<file path="src/rtl/viterbi_pkg.sv">
// Shared definitions for the hard-decision Viterbi decoder datapath.
//   K, N_STATES   : constraint length and trellis state count
//   W, INIT_PM    : path-metric width and start metric for states other than 0
//   G0, G1        : generator polynomials (c1 uses G0, c0 uses G1)
//   exp_sym()     : expected code symbol {c1,c0} for encoder register r = {u, s}
//   init_pm()     : frame-start metric of a given state
package viterbi_pkg;

    localparam int K        = 3;
    localparam int N_STATES = 2 ** (K - 1);
    localparam int W        = 8;
    localparam int INIT_PM  = 64;

    localparam logic [K-1:0] G0 = 3'o7;
    localparam logic [K-1:0] G1 = 3'o5;

    typedef logic [W-1:0] pm_t;

    function automatic logic [1:0] exp_sym(input logic [K-1:0] r);
        return {^(r & G0), ^(r & G1)};
    endfunction

    function automatic pm_t init_pm(input int s);
        return (s == 0) ? '0 : pm_t'(INIT_PM);
    endfunction

endpackage

</file>
<file path="src/rtl/acs_cell.sv">
// One add-compare-select cell, serving a single next-state of the trellis.
//   pm0, pm1 : source path metrics of the predecessors with LSB 0 and LSB 1
//   bm0, bm1 : branch metrics of the two incoming branches
//   pm_new   : survivor metric (low W bits of the winning sum)
//   dec      : 1 when the LSB-1 predecessor survives
//   ovf      : bit W of either sum; must never be set in a working decoder
module acs_cell
    import viterbi_pkg::*;
(
    input  logic [W-1:0] pm0,
    input  logic [W-1:0] pm1,
    input  logic [1:0]   bm0,
    input  logic [1:0]   bm1,
    output logic [W-1:0] pm_new,
    output logic         dec,
    output logic         ovf
);

    logic [W:0] cand0;
    logic [W:0] cand1;

    always_comb begin
        cand0  = {1'b0, pm0} + {{(W-1){1'b0}}, bm0};
        cand1  = {1'b0, pm1} + {{(W-1){1'b0}}, bm1};
        // Strict compare: a tie keeps the LSB-0 predecessor.
        dec    = (cand1 < cand0);
        pm_new = dec ? cand1[W-1:0] : cand0[W-1:0];
        ovf    = cand0[W] | cand1[W];
    end

endmodule

</file>
<file path="src/rtl/acs_path_metric_unit.sv">
// Add-compare-select / path-metric stage of the hard-decision Viterbi decoder.
//   clk, rst_n  : rising-edge clock, synchronous active-low reset
//   start       : frame start (re-initialises metrics), qualified by in_valid
//   in_valid    : branch metrics valid this cycle
//   bm          : bm[2e+1:2e] = Hamming distance of the rx pair to symbol e
//   out_valid   : in_valid delayed by one cycle
//   dec         : survivor bit per next-state (1 = predecessor with LSB 1)
//   best_state  : index of the minimum path metric (ties -> lowest index)
//   best_metric : value of the minimum path metric
module acs_path_metric_unit
    import viterbi_pkg::*;
(
    input  logic                clk,
    input  logic                rst_n,
    input  logic                start,
    input  logic                in_valid,
    input  logic [7:0]          bm,
    output logic                out_valid,
    output logic [N_STATES-1:0] dec,
    output logic [K-2:0]        best_state,
    output logic [W-1:0]        best_metric
);

    pm_t                 pm_q      [N_STATES];
    pm_t                 pm_d      [N_STATES];
    pm_t                 pm_src    [N_STATES];
    pm_t                 pm_acs    [N_STATES];
    pm_t                 pm_norm   [N_STATES];
    logic [N_STATES-1:0] dec_acs;
    logic [N_STATES-1:0] ovf_acs;
    logic [N_STATES-1:0] dec_q, dec_d;
    logic [K-2:0]        best_state_q, best_state_d;
    pm_t                 best_metric_q, best_metric_d;
    logic                out_valid_q, out_valid_d;
    logic                all_msb;
    logic [K-2:0]        min_idx;
    pm_t                 min_val;

    // A start symbol runs its ACS on the init metrics instead of the registers.
    always_comb begin
        for (int s = 0; s < N_STATES; s++) begin
            pm_src[s] = start ? init_pm(s) : pm_q[s];
        end
    end

    // Next-state n is reached from encoder registers {n,0} and {n,1};
    // the predecessor state is the low K-1 bits of that register.
    for (genvar n = 0; n < N_STATES; n++) begin : g_acs
        localparam logic [K-1:0] R0 = K'(2 * n);
        localparam logic [K-1:0] R1 = K'(2 * n + 1);
        localparam int           E0 = int'(exp_sym(R0));
        localparam int           E1 = int'(exp_sym(R1));

        acs_cell u_acs_cell (
            .pm0    (pm_src[R0[K-2:0]]),
            .pm1    (pm_src[R1[K-2:0]]),
            .bm0    (bm[2*E0 +: 2]),
            .bm1    (bm[2*E1 +: 2]),
            .pm_new (pm_acs[n]),
            .dec    (dec_acs[n]),
            .ovf    (ovf_acs[n])
        );
    end

    // Metrics stay within a small spread of each other, so dropping the MSB
    // when every metric has it set preserves all differences (modulo norm).
    always_comb begin
        // NOTE: every always_comb output gets a default first so no path can infer a latch.
        all_msb = 1'b1;
        for (int n = 0; n < N_STATES; n++) begin
            all_msb &= pm_acs[n][W-1];
        end
        for (int n = 0; n < N_STATES; n++) begin
            pm_norm[n] = pm_acs[n];
            if (all_msb) begin
                pm_norm[n][W-1] = 1'b0;
            end
        end

        // Strict '<' while scanning upward resolves ties to the lowest index.
        min_idx = '0;
        min_val = pm_norm[0];
        for (int n = 1; n < N_STATES; n++) begin
            if (pm_norm[n] < min_val) begin
                min_idx = (K-1)'(n);
                min_val = pm_norm[n];
            end
        end
    end

    always_comb begin
        pm_d          = pm_q;
        dec_d         = dec_q;
        best_state_d  = best_state_q;
        best_metric_d = best_metric_q;
        out_valid_d   = in_valid;
        if (in_valid) begin
            pm_d          = pm_norm;
            dec_d         = dec_acs;
            best_state_d  = min_idx;
            best_metric_d = min_val;
        end
    end

    always_comb begin
        if (rst_n && in_valid) begin
            assert (ovf_acs == '0);
        end
    end

    always_ff @(posedge clk) begin
        // NOTE: sequential state uses non-blocking assignments so every flop samples pre-edge values.
        if (!rst_n) begin
            // NOTE: the metric array is reset because decoding starts from defined metrics, not just a flag.
            for (int s = 0; s < N_STATES; s++) begin
                pm_q[s] <= init_pm(s);
            end
            dec_q         <= '0;
            best_state_q  <= '0;
            best_metric_q <= '0;
            out_valid_q   <= 1'b0;
        end else begin
            pm_q          <= pm_d;
            dec_q         <= dec_d;
            best_state_q  <= best_state_d;
            best_metric_q <= best_metric_d;
            out_valid_q   <= out_valid_d;
        end
    end

    assign out_valid   = out_valid_q;
    assign dec         = dec_q;
    assign best_state  = best_state_q;
    assign best_metric = best_metric_q;

endmodule

</file>
<file path="config.mk">
export PLATFORM = sky130hd
export DESIGN_NAME = acs_path_metric_unit
export DESIGN_NICKNAME = d
export VERILOG_FILES = /design/src/rtl/viterbi_pkg.sv /design/src/rtl/acs_cell.sv /design/src/rtl/acs_path_metric_unit.sv
export SDC_FILE = /design/constraint.sdc
export NUM_CORES = 1
export LEC_CHECK = 0
export CAP_MARGIN = 20
export CORE_UTILIZATION = 30
export CTS_CLUSTER_DIAMETER = 80
export DETAILED_ROUTE_END_ITERATION = 12
export PLACE_DENSITY = 0.56
export SYNTH_ARGS = -nofsm -noshare
export SYNTH_HDL_FRONTEND = slang
export SYNTH_SLANG_ARGS = --single-unit
</file>
<file path="constraint.sdc">
create_clock -name clk -period 20.5 [get_ports clk]
set_input_delay 3.075 -clock clk [delete_from_list [all_inputs] [get_ports clk]]
set_output_delay 3.075 -clock clk [all_outputs]
set_load 0.02 [all_outputs]
</file>
# After elaboration in Yosys (flattened, before gate mapping)
# Index checks and enable logic that the tools add are counted.
[word_totals]
reg_bits = 47
[op_classes]
n_addsub = 8
n_lt_le_gt_ge = 7
muxes = 18
bitwise = 3
[op_table]
columns = ["op", "n"]
rows = [
  ["$mux W8", 11],
  ["$add A8 B2 Y9", 8],
  ["$lt A9 B9 Y1", 4],
  ["$lt A8 B8 Y1", 3],
  ["$mux W1", 5],
  ["$mux W2", 2],
  ["$and A1 B1 Y1", 3],
]

# Logic depth before layout (Yosys ltp)
# Gate-level depths: netlist of the first run.
[logic_depth]
word_depth = 14
ltp_mapped = 50

# Cells and area by module
# A second synthesis of the first run with hierarchy kept.
[unflattened]
hier_cells = 626
hier_area_um2 = 5391.4
[modules_own_cells]
columns = ["mod", "n_inst", "cells_each", "area_each_um2"]
rows = [
  ["acs_path_metric_unit", 1, 304, 2892.8],
  ["acs_cell at g_acs[0].u_acs_cell ...", 3, 81, 626.9],
  ["acs_cell at g_acs[2].u_acs_cell", 1, 79, 618.1],
]

# Worst setup path before layout of the first run
# No wires, ideal clock.
[synth_path]
path_type = "input to register"
startpoint = "input start"
endpoint = "register best_metric_q[1] (netlist: best_metric[1])"
setup_ns = 0.122
arrival_ns = 11.903
required_time_ns = 20.378
slack_ns = 8.475
stages = 45
path_buffers = 6
cell_sequence = "clkbuf_1 clkbuf_1 clkbuf_8 clkbuf_1 nor2b_1 ha_1 ha_1 a21oi_1 nor2_1 xnor2_1 ha_1 a21o_1 a21o_1 a221o_1 a31oi_1 buf_1 mux2i_1 nor2_1 [9 not listed] a21o_1 a21oi_1 nand3b_1 o31a_2 clkbuf_8 nor2_1 nor2_1 ha_1 a21o_1 a21oi_1 nor2_1 nor2_1 nand2_1 nor2_1 and2_2 a21oi_1 nand2_1 o311a_1"
[synth_via]
elab_chain_len = 14
[synth_lines]
columns = ["item", "line", "rtl"]
rows = [
  ["start: declaration", "acs_path_metric_unit.sv:15", "input logic start,"],
  ["$mux W8", "acs_path_metric_unit.sv:42", "pm_src[s] = start ? init_pm(s) : pm_q[s];"],
  ["$add A8 B2 Y9, on equally long branches", "acs_cell.sv:24, acs_cell.sv:23", ""],
  ["$lt A9 B9 Y1", "acs_cell.sv:26", "dec = (cand1 < cand0);"],
  ["$mux W8", "acs_cell.sv:27", "pm_new = dec ? cand1[W-1:0] : cand0[W-1:0];"],
  ["$and A1 B1 Y1 (3 in series)", "acs_path_metric_unit.sv:71", "all_msb &= pm_acs[n][W-1];"],
  ["$mux W1", "acs_path_metric_unit.sv:75", "if (all_msb) begin"],
  ["$lt A8 B8 Y1", "acs_path_metric_unit.sv:84", "if (pm_norm[n] < min_val) begin"],
  ["$mux W8", "acs_path_metric_unit.sv:84", ""],
  ["$lt A8 B8 Y1", "acs_path_metric_unit.sv:84", ""],
  ["$mux W8", "acs_path_metric_unit.sv:84", ""],
  ["$lt A8 B8 Y1", "acs_path_metric_unit.sv:84", ""],
  ["$mux W8 *", "acs_path_metric_unit.sv:84", ""],
  ["end signal: assignment", "acs_path_metric_unit.sv:126", "best_metric_q <= best_metric_d;"],
  ["end: declaration", "acs_path_metric_unit.sv:33", "pm_t best_metric_q, best_metric_d;"],
]
# Every way passes the cells marked *; elsewhere a longest branch is shown, timed or not.
# A chain may end at the register's enable or synchronous reset.

# Worst setup path in the final report of the first run
[layout_path]
startpoint = "input start"
endpoint = "register best_metric_q[5] (netlist: best_metric[5])"
# Same word-level chain as after synthesis.

==> results_dict.tcl, run 1 <==
set metrics [dict create \
    status "completed" \
    io_pins 27 \
    worstSetupStartpointType "input pin" \
    maxCapViolCount 0 \
    r2r-end "best_metric[5]$_SDFFE_PN0P_" \
    die_area_mm2 0.0181 \
    worst_path_most_repeated_cell "nor2_1" \
    cp.buffers_inverters 5 \
    critPathRequiredTime_ps 20690 \
    post-route-worst-setup-slack_ps 7820 \
    cts.path.max_buffers 2 \
    wire_per_inst_um 16.3 \
    area_growth_pct 9.82 \
    hold_buffers 0 \
    setup_viol 0 \
    rrSetupSlack_ps 10600 \
    drt_wl_total_mm 14.9 \
    grt_pass1_vias 4513 \
    drtPass1Iterations 5 \
    r2r-start "pm_q[27]$_SDFFE_PN0P_" \
    syn_inst 682 \
    cts_setup_buffers 0 \
    drt-initial-drc-count 293 \
    cp-end-kind "flop" \
    cp_top_family "compound AO/OA/AOI/OAI gates" \
    cts_resized 0 \
    worstSetupEndpoint "best_metric[5]$_SDFFE_PN0P_" \
    drv_slew 0 \
    fin_setup_tns_ps 0 \
    holdWs_ps 489 \
    power_density_mw_per_mm2 82.1 \
    grt_util_all_layers 0.169 \
    leakagePower_nw 2.40 \
    coreArea_mm2 0.0172 \
    worstMarginPinSlew_ps 742 \
    cts_root_buffer "clkbuf_16" \
    final_common_cell "nor2_1" \
    grt_max_degree 69 \
    die_h_um 134 \
    placedCellCount 903 \
    htreeDepth 2 \
    numPortBuffers 26 \
    numClockSinks 47 \
    critical_path_class "input pin to flop" \
    cp.depth 44 \
    nNetsFinal 765 \
    antenna_found_initial 0 \
    ys.flop_type "dfxtp_1" \
    synth_top_cell_by_area "dfxtp_1" \
    syn_nets 761 \
    path_clk_slew_ps 80 \
    rsz0062_at_grt "no" \
    antenna_cells 0 \
    antenna_left 0 \
    post_synth_num_cell_types 67 \
    insertion_delay_ps 300 \
    hold_path_class "flop to flop" \
    max_stage_delay_ps 660 \
    yosysSeqAreaShare 0.179 \
    slew_headroom 0.505 \
    synth_edf_count 0 \
    cp_data_arrival_time_ps 12870 \
    critPathMaxFanout 53 \
    dp_hpwl_mm 11.7 \
    power_mw 0.475 \
    max-vdd-ir-drop_mv 0.0725 \
    synth-async-reset-ratio 0 \
    hp-start "dec[3]$_SDFFE_PN0P_" \
    grt_pass1_wl_mm 24.0 \
    hold_violations 0 \
    finalNonFillerCells 912 \
    overflow 0 \
    clock_skew_ps 9.03 \
    rows 48 \
    via_count 4798 \
    start_util 0.305 \
    timing.fmax_ghz 0.0789 \
    fin_crit_sh 0.619 \
    synth_top_area_share 0.179 \
    layout-drive-gt1-share 0.0699 \
    synth_seq_cells 47 \
    die_w_um 134 \
    cts_buffers 5 \
    vias_per_cell 5.26 \
    place.gp.congestion 0.855 \
    dp_slack_ps 7500 \
    mostFrequentLayoutCells "nor2_1 (127), ha_1 (67), dfxtp_1 (47), inv_1 (46), a21oi_1 (42)" \
    min_period_ps 12680 \
    synth.area.top_cells "dfxtp_1 (18%), ha_1 (16%), nor2_1 (9.1%)" \
    cts_tree "built" \
    yosysWarnings 0 \
    drc 0 \
    worstSetupStartpoint "start" \
    netlist_area_mm2 0.00526 \
    r2r_cells 39 \
    slowest_stage "o31ai_4" \
    avgSynthCellArea_um2 7.71 \
]
-- synthesized netlist by cell type (12+ instances only) --
cell type / count
o21ai_0: 19
nor2b_1: 13
a21o_1: 12
xor2_1: 32
nand2_1: 38
clkbuf_1: 19
nand3_1: 21
a211oi_1: 19
a21oi_1: 42
mux2i_1: 33
dfxtp_1: 47
inv_1: 46
ha_1: 67
nand4_1: 14
nor2_1: 127
xnor2_1: 16
-- logic make-up after synthesis --
| group | count (synthesis) | synth area share |
|---|---|---|
| XOR/XNOR | 49 | 0.0830 |
| flip-flops | 47 | 0.179 |
| adder cells (fa/ha/maj) | 75 | 0.176 |
| AND/OR/NAND/NOR | 245 | 0.209 |
| AO/OA/AOI/OAI | 143 | 0.195 |
| buffers and inverters | 81 | 0.0725 |
| multiplexers | 42 | 0.0854 |
-- flip-flops by register name (all words and copies together), names as in the netlist --
register and count:
best_state 2, pm_q 32, out_valid 1, dec 4
best_metric 8
-- per-stage QoR --
stage                     instance area (µm²)   util
final                                    5780  0.335
after global routing                     5780  0.335
after CTS                                5770  0.335
after detailed placement                 5620  0.326
after global placement                   5620  0.326
after floorplan                          5260      -
-- final cells by class --
type | instances | area (µm²)
Multi-Input combinational cell | 554 | 3940
Tap cell | 225 | 282
Clock inverter | 3 | 27.5
Clock buffer | 5 | 125
Sequential cell | 47 | 941
Timing Repair Buffer | 31 | 288
Inverter | 47 | 176
Fill cell | 1836 | 11500
-- layer usage --
layer	vias to the layer above	routed length, µm	track usage
met5	-	0	0
met4	0	333	0.0456
met3	22	775	0.0253
met2	132	6590	0.275
met1	2234	7160	0.231
li1	2410	-	-
-- power breakdown --
group / total (mW) / internal, mW / switching (mW)
Sequential: 0.118 / 0.105 / 0.0130
Combinational: 0.268 / 0.110 / 0.158
Clock: 0.0893 / 0.0467 / 0.0426
-- worst min path at each step --
stage | to | depth (start not counted)
finish | dec[3]$_SDFFE_PN0P_ | 2
global route | pm_q[16]$_SDFFE_PN0P_ | 2
CTS | dec[1]$_SDFFE_PN0P_ | 2
detailed placement | dec[0]$_SDFFE_PN0P_ | 2
global placement | pm_q[8]$_SDFFE_PN0P_ | 2
floorplan | pm_q[16]$_SDFFE_PN0P_ | 2
-- worst min-delay path: stages (launching register included) --
cell and delay (ps):
dfxtp_1 320, nor2_1 80, a211oi_1 50
Note: power is estimated with default switching activity, not from simulation.
==> run 2, diff against run 1 <==
Settings changed: PLACE_DENSITY 0.56 to 0.57.
Clock period 20.5 ns to 11.5 ns, I/O delays scaled along.
==> results_dict.tcl, run 2 (synthesized netlist as in run 1, its figures left out) <==
set metrics [dict create \
    status "completed" \
    cts_resized 0 \
    rsz0062_at_grt "no" \
    via_count 4689 \
    p_int_mw 0.471 \
    maxCapViolCount 0 \
    antenna_found_initial 0 \
    overflow 0 \
    grt_util_all_layers 0.164 \
    top_register "pm_q" \
    setup_viol 0 \
    hold_buffers 0 \
    numClockSinks 47 \
    clock_skew_ps 2.94 \
    antenna_left 0 \
    coreArea_mm2 0.0172 \
    mostFrequentLayoutCells "nor2_1 (127), ha_1 (67), dfxtp_1 (47), inv_1 (46), a21oi_1 (42)" \
    cp_top_family "compound AO/OA/AOI/OAI gates" \
    p_seq_frac 0.247 \
    timing.fmax_ghz 0.0956 \
    cts_tree "built" \
    drv_slew 0 \
    place.gp.congestion 0.844 \
    cp_data_arrival_time_ps 10650 \
    post-route-worst-setup-slack_ps 1040 \
    swShare 0.445 \
    worstSetupStartpointType "input pin" \
    switchingPower_mw 0.379 \
    fin_area_mm2 0.00581 \
    rows 48 \
    die_h_um 134 \
    worstMarginPinSlew_ps 758 \
    die_w_um 134 \
    slew_headroom 0.494 \
    drt-initial-drc-count 309 \
    largest_reg_flops 32 \
    io_pins 27 \
    drtPass1Iterations 6 \
    antenna_cells 0 \
    detailed_place.area_mm2 0.00566 \
    cp-end-kind "flop" \
    routed-wl-met3_um 575 \
    worst_path_most_repeated_cell "nor2_1" \
    combPwrFrac 0.566 \
    drt_wl_total_mm 14.6 \
    drc 0 \
    area_growth_pct 10.5 \
    fin_crit_sh 0.910 \
    highest-signal-layer "met4" \
    final_common_cell "nor2_1" \
    wl_met1_mm 7.26 \
    start_util 0.305 \
    critPathRequiredTime_ps 11690 \
    max-vdd-ir-drop_mv 0.139 \
    numPortBuffers 26 \
    nNetsFinal 770 \
    holdWs_ps 486 \
    dp_slack_ps 822 \
    layout-drive-gt1-share 0.0766 \
    insertion_delay_ps 300 \
    grt_pass1_wl_mm 23.2 \
    hold_path_class "flop to flop" \
    leakagePower_nw 2.43 \
    vias_per_cell 5.11 \
    wire_per_inst_um 16.0 \
    critical_path_class "input pin to flop" \
    path_clk_slew_ps 70 \
    hold_violations 0 \
    cts.path.max_buffers 2 \
    die_area_mm2 0.0181 \
    htreeDepth 2 \
    max_stage_delay_ps 530 \
    slowest_stage "mux2i_1" \
    dp_hpwl_mm 11.6 \
    p_clk_frac 0.186 \
    final_util 0.337 \
    cts_setup_buffers 0 \
    fin_setup_tns_ps 0 \
    dr_wl_met2_mm 6.27 \
    min_period_ps 10460 \
    power_density_mw_per_mm2 146 \
    cts_buffers 5 \
    grt_max_degree 69 \
    grt_pass1_vias 4345 \
    critPathMaxFanout 20 \
    cts_root_buffer "clkbuf_16" \
    cp.buffers_inverters 4 \
]
[run 2: cell count changes in the layout (fill, tap and decap cells not counted), sizes merged]
| cell | previous run | this run |
|---|---|---|
| clkinvlp | 1 | 0 |
| buf | 7 | 12 |
| inv | 48 | 49 |
[run 2: worst paths after layout]
| check | startpoint | end | slack [ps] | depth (start not counted) |
|---|---|---|---|---|
| worst max-delay path | start | best_metric[6]$_SDFFE_PN0P_ | 1040 | 41 |
| worst min-delay path | dec[0]$_SDFFE_PN0P_ | dec[0]$_SDFFE_PN0P_ | 490 | 2 |
| worst max register to register | pm_q[27]$_SDFFE_PN0P_ | best_metric[6]$_SDFFE_PN0P_ | 2370 | 37 |
| worst min register to register | dec[0]$_SDFFE_PN0P_ | dec[0]$_SDFFE_PN0P_ | 490 | 2 |
[run 2: cell type report]
cell class	instances	area, µm²
clock buffers	5	125
clock inverters	3	26.3
fillers	1815	11400
inverters	47	176
multi-input cells	554	3940
flip-flops and latches	47	941
well taps	225	282
repair buffers	36	325
[run 2: per-stage QoR]
step / instances / power [mW]
2_1_floorplan: 682 / 0.558
3_3_place_gp: 909 / 0.692
3_5_place_dp: 909 / 0.691
4_1_cts: 917 / 0.855
5_1_grt: 917 / 0.915
6_report: 917 / 0.850
[run 2: power groups by stage]
stage / clock network, mW / registers (mW) / logic [mW]
after global placement: 0 / 0.214 / 0.479
after global routing: 0.170 / 0.213 / 0.532
final: 0.159 / 0.210 / 0.482
after floorplan: 0 / 0.221 / 0.338
after detailed placement: 0 / 0.213 / 0.478
after CTS: 0.164 / 0.210 / 0.481
[run 2: layer usage]
metal	up-vias	global-route usage
li1	2409	-
met1	2133	0.231
met2	114	0.254
met3	33	0.0181
met4	0	0.0680
met5	-	0
[run 2: worst reg2reg max path: cells and delay by family (launching register included)]
| family | cells | cell delay (ps) |
|---|---|---|
| multiplexers | 2 | 920 |
| adder cells (fa/ha/maj) | 4 | 1270 |
| AND/OR/NAND/NOR | 15 | 2300 |
| buffers and inverters | 2 | 210 |
| AO/OA/AOI/OAI | 13 | 3640 |
| flip-flops | 1 | 530 |
| XOR/XNOR | 1 | 170 |
